[config.mk]
export PLATFORM = sky130hd
export DESIGN_NAME = mult_seq_ctrl
export DESIGN_NICKNAME = d
export VERILOG_FILES = /design/src/rtl/mult_ctrl_pkg.sv /design/src/rtl/mult_seq_ctrl_iter_counter.sv /design/src/rtl/mult_seq_ctrl.sv
export SDC_FILE = /design/constraint.sdc
export NUM_CORES = 1
export LEC_CHECK = 0
export BUFFER_PORTS_ARGS = -buffer_cell sky130_fd_sc_hd__buf_2
export CAP_MARGIN = 10
export CORE_AREA = 2 2 39 41
export DETAILED_ROUTE_END_ITERATION = 12
export DIE_AREA = 0 0 41 43
export GPL_TIMING_DRIVEN = 0
export SYNTH_ARGS = -nofsm -noshare
export SYNTH_HDL_FRONTEND = slang
export SYNTH_SLANG_ARGS = --single-unit
[constraint.sdc]
create_clock -name clk -period 1.95 [get_ports clk]
set_input_delay 0.195 -clock clk [delete_from_list [all_inputs] [get_ports clk]]
set_output_delay 0.195 -clock clk [all_outputs]
set_load 0.01 [all_outputs]
[src/rtl/mult_ctrl_pkg.sv]
// mult_ctrl_pkg: state encoding shared by the shift-add multiplier controller
package mult_ctrl_pkg;
  localparam int STATE_W = 3;
  localparam logic [2:0] S_IDLE  = 3'd0;
  localparam logic [2:0] S_LOAD  = 3'd1;
  localparam logic [2:0] S_ADD   = 3'd2;
  localparam logic [2:0] S_SHIFT = 3'd3;
  localparam logic [2:0] S_DONE  = 3'd4;
endpackage

[src/rtl/mult_seq_ctrl_iter_counter.sv]
// iter_counter: iteration counter with clear, saturating increment and terminal-count flag
module iter_counter #(
  parameter int CNT_WIDTH = 3,
  parameter logic [CNT_WIDTH-1:0] LAST = '1
) (
  input  logic                 clk,
  input  logic                 reset_n,
  input  logic                 clr,
  input  logic                 inc,
  output logic [CNT_WIDTH-1:0] cnt,
  output logic                 tc
);
  assign tc = cnt == LAST;
  always_ff @(posedge clk or negedge reset_n)
    if (!reset_n) cnt <= '0;
    else if (clr) cnt <= '0;
    else if (inc && !tc) cnt <= cnt + 1'b1;
endmodule

[src/rtl/mult_seq_ctrl.sv]
// mult_seq_ctrl: FSM sequencing a shift-add multiplier datapath (load, DATA_WIDTH add/shift pairs, done)
module mult_seq_ctrl
  import mult_ctrl_pkg::*;
#(
  parameter int DATA_WIDTH = 8,
  localparam int CNT_WIDTH = $clog2(DATA_WIDTH)
) (
  input  logic                 clk,
  input  logic                 reset_n,
  input  logic                 start,
  input  logic                 abort,
  input  logic                 multiplier_lsb,
  output logic                 busy,
  output logic                 done,
  output logic                 ld_Mreg,
  output logic                 clr_PPReg,
  output logic                 en_PPReg,
  output logic                 add_sel,
  output logic                 shift_en,
  output logic [CNT_WIDTH-1:0] iter_cnt
);
  logic [STATE_W-1:0] state, nxt;
  logic live, tc;
  assign busy      = state != S_IDLE;
  assign live      = busy && !abort;
  assign ld_Mreg   = live && state == S_LOAD;
  assign clr_PPReg = ld_Mreg;
  assign en_PPReg  = live && state == S_ADD;
  assign shift_en  = live && state == S_SHIFT;
  assign done      = live && state == S_DONE;
  // the ternary keeps an undriven lsb from leaking out outside ADD
  assign add_sel   = en_PPReg ? multiplier_lsb : 1'b0;
  always_comb begin
    nxt = S_IDLE;
    if (state == S_IDLE) nxt = start ? S_LOAD : S_IDLE;
    else if (!abort)
      nxt = state == S_LOAD  ? S_ADD :
            state == S_ADD   ? S_SHIFT :
            state == S_SHIFT ? (tc ? S_DONE : S_ADD) : S_IDLE;
  end
  always_ff @(posedge clk or negedge reset_n)
    if (!reset_n) state <= S_IDLE;
    else state <= nxt;
  iter_counter #(
    .CNT_WIDTH(CNT_WIDTH),
    .LAST     (CNT_WIDTH'(DATA_WIDTH - 1))
  ) u_cnt (
    .clk    (clk),
    .reset_n(reset_n),
    .clr    (busy && (abort || state == S_LOAD)),
    .inc    (shift_en),
    .cnt    (iter_cnt),
    .tc     (tc)
  );
endmodule

## Yosys cells after proc, flatten, opt, wreduce, memory -nomap -nowiden

Cells that the tools add are included.

- Add/sub/neg operators: 1
- Multiply operators: 0
- Div/mod/pow operators: 0
- $lt $le $gt $ge: 0
- Eq/ne operators: 5
- Shift-type cells: 0
- Multiplexer cells: 10
- Bitwise logic cells: 0
- Reduce and logical (&&, ||, !) cells: 13

Operators by type and width:

| kind | number |
|---|---|
| 3-bit 2-to-1 mux | 8 |
| 1-bit logical AND | 7 |
| 3-bit by 2-bit equality test with 1-bit output, second input constant | 2 |
| 3-bit equality test, second input constant | 2 |
| 3-bit by 1-bit adder with 3-bit output, second input constant | 1 |
| 3-bit by 1-bit equality test with 1-bit output, second input constant | 1 |
| 3-bit logical NOT | 1 |
| 3-bit nonzero test | 1 |
| 1-bit logical NOT | 2 |
| 1-bit 2-to-1 mux | 2 |
| 2-bit nonzero test | 1 |
| 1-bit logical OR | 1 |

- Bits in registers: 6
- Latch bits: 0
- Bits in writable memories: 0
- Memory bits (read-only): 0
- Input port bits: 5
- Word-level logic and storage cells: 31
- Memories: 0

## Logic depth before layout (Yosys ltp)

- Depth after elaboration: 7
- Gate-level depth with buffers: 4

## Cells and area by module

A second synthesis with hierarchy kept.

- Cell total of the unflattened synthesis: 38
- Area, all modules: 400.4 um^2

Modules (own cells, without submodules):

| module | instances | cells each | area an instance (um^2) |
|---|---|---|---|
| mult_seq_ctrl | 1 | 23 | 216.5 |
| iter_counter | 1 | 15 | 183.9 |

## Least setup slack after synthesis

Ideal clock, no wire load.

- Kind: register -> output
- From: register state[1]
- To: output port ld_Mreg
- Data arrival time: 1.238 ns
- Data required time: 1.755 ns
- Path slack: 0.517 ns
- Stages on the path, launching flop included: 3
- Path buffers: 1
- Cell sequence: dfrtp_1 nor4b_1 buf_4

- Longest elaborated chain between the ends: 3

RTL lines:

| element | line | source |
|---|---|---|
| start, declared | mult_seq_ctrl.sv:22 | `logic [STATE_W-1:0] state, nxt;` |
| start signal, assigned | mult_seq_ctrl.sv:43 | `else state <= nxt;` |
| 3-bit nonzero test | mult_seq_ctrl.sv:24 | `assign busy = state != S_IDLE;` |
| 1-bit logical AND | mult_seq_ctrl.sv:25 | `assign live = busy && !abort;` |
| 1-bit logical AND (*) | mult_seq_ctrl.sv:26 | `assign ld_Mreg = live && state == S_LOAD;` |
| end, declared | mult_seq_ctrl.sv:15 | `output logic ld_Mreg,` |

Mark *: on every way between the ends. The rest lies on a longest branch, timed or not.

## Final worst setup path

Same ends and word-level chain as after synthesis.

==> metrics.txt <==
status=completed; drt total wl=697 um; Startpoint Class=flop; CTS Buf Count=3; Mean Syn Cell Area=10.84 um^2; total leakage power=approximately 0.25 nW; Die Y=43 um; Hold-fix buffers, CTS=1; Die Width=41 um; I/O pins=15; register area share after synthesis=0.4196; final hold violation count=0; total number of vias=317; fin crit period=about 1.6 ns; Initial DRT Pass Iterations=2; 1st-iter DRT viols=2; Fin Clk Skew=0.003051 ns; Remaining Overflow, GRT=0; share of layout cells above drive strength 1=0.4314; largest net degree at the start of global routing=9; overall power=0.3480 mW; gpl congestion=roughly 0.7; Unique masters post-synth=17; first-pass GRT wire length=1.090 mm; Post-CTS Repair Setup Buffers=0; grt met1 use=0.1107; final-report max-slew violation count=0; Post-Syn Instances=33; vias in the first global route=264; worst-path fanout max=8; leading cell types in the layout, fill and taps excluded=buf_2, dfrtp_1, o21ai_0; Buf/Inv on CP=2; Slew headroom=0.7681; # resized after CTS=0; RSZ-0062 raised after global routing=false; Initial Util=0.2586; Crit Path Class=reg2out; GRT Max-Usage Layer=met2; worst skew pair latency=approximately 0.24 ns; Nets=60; Worst-path clk slew=~0.04 ns; Clock Sinks=6; root buffer cell=clkbuf_4; Via-to-Cell Ratio=4.731; DRC viols=0; # setup viols final=0; # rows=14; commonest non-fill, non-tap cell in the layout=buf_2; CTS Buffer Depth=2; CTS tree=built; number of diodes=0; worst vdd ir=0.2989 mV; H-tree Lvls=1; Critical Path, Cell by Cell=nor4b_1, buf_4, buf_2; gr usage total=0.09577; Syn. warnings=0; GRT met3 Usage=0.03141; post-DR wirelength/cell=10.40 um; Cell Pwr Density=between 700 and 800 nW/um^2; Worst Hold Class=in2reg; CP arrival=1.37 ns; Post-Syn Area=357.8 um^2; Die ar.=between 1500 and 2000 um^2; delay-heaviest family, CP=flip-flops; layout overhead on the synthesized area=34.27%; crit-path max cell delay=0.46 ns; Max Cap Viol=0; final critical-path share of the clock period=0.8012; slowest cell on the critical path=dfrtp_1; Max Clk Rate=640.1 MHz; post-route ant nets=0; core outline area=1384 um^2; Port Buf Inserts=14; FF+latch count, synth=6; initial antenna violation count=0; TNS Setup=0 ns; worst slew pin tran=0.3430 ns; Post-Syn Nets=40; Crit path required time=1.75 ns; met2 usage in global routing=0.1344; DP HPWL=557.3 um; endpoint class of the critical path=primary output
-- final timing paths --
path	from	slack, ns	depth (start not counted)	end
setup / recovery	state[1]	0.39	3	ld_Mreg
hold / removal	start	0.20	3	state[0]
setup reg to reg	u_cnt.cnt[0]	0.53	4	u_cnt.cnt[0]
hold reg to reg	u_cnt.cnt[2]	0.57	2	u_cnt.cnt[2]
max in group asynchronous	reset_n	1.50	2	u_cnt.cnt[2]
min in group asynchronous	reset_n	0.30	2	state[1]
-- report_power, final --
group          leakage, nW  switching [mW]  internal (mW)  total (mW)
Clock               0.0138          0.0435         0.0695       0.113
Combinational        0.152          0.0378         0.0409      0.0788
Sequential          0.0812          0.0208          0.136       0.156
-- flip-flops by register name, indices dropped and copies added, names as in the netlist --
| signal | flops |
|---|---|
| state | 3 |
| u_cnt.cnt | 3 |
-- metal layers --
layer	share of wire	wire (um)
met1	0.45	317
met5	0	0
met2	0.47	330
met3	0.043	30
met4	0.026	18
-- worst min-delay path, stage by stage --
cell and delay (ns):
buf_2 0.09, inv_1 0.04, o21bai_1 0.07
-- cells by family (layout without fill, tap and decap cells) --
| kind of cell | count (synthesis) | after routing | share of synthesized area |
|---|---|---|---|
| multiplexers | 1 | 1 | 0.03147 |
| buffers and inverters | 3 | 21 | 0.04195 |
| flip-flops | 6 | 6 | 0.4196 |
| adder cells (fa/ha/maj) | 2 | 2 | 0.06992 |
| AO/OA/AOI/OAI | 9 | 9 | 0.1364 |
| AND/OR/NAND/NOR | 12 | 12 | 0.3007 |
-- Yosys cell counts --
library cell,n,area (um^2)
and2_1,2,12.51
nor4b_2,1,15.01
nand3b_1,2,15.01
inv_2,1,3.750
dfrtp_1,6,150.1
or3_1,2,12.51
a31oi_1,1,6.260
mux2_2,1,11.26
inv_1,1,3.750
a21oi_1,3,15.01
nor4b_1,2,17.52
nand4bb_4,1,27.53
o21bai_1,1,7.510
ha_1,2,25.02
o21ai_0,4,20.02
nor2_1,2,7.510
buf_4,1,7.510
-- per-stage QoR --
stage                     cell area (um^2)  setup slack (ns)    util  hold slack (ns)  cells
after floorplan                      357.8            0.5167       -          -0.1006     33
after global placement               447.9            0.5464  0.3237          0.02766     63
after detailed placement             447.9            0.5236  0.3237          0.02726     63
after CTS                            480.5            0.3760  0.3472           0.1972     67
after global routing                 480.5            0.3099  0.3472           0.2253     67
final                                480.5            0.3877  0.3472           0.1990     67
-- cell type report --
cell class / instances / area, um^2
Buffer: 1 / 7.507
Tap cell: 16 / 20.02
Inverter: 2 / 7.507
Sequential cell: 6 / 150.1
Multi-Input combinational cell: 24 / 192.7
Timing Repair Buffer: 15 / 80.08
Clock buffer: 3 / 22.52
Fill cell: 154 / 903.4
No activity file was read; power rests on OpenSTA's default activity.
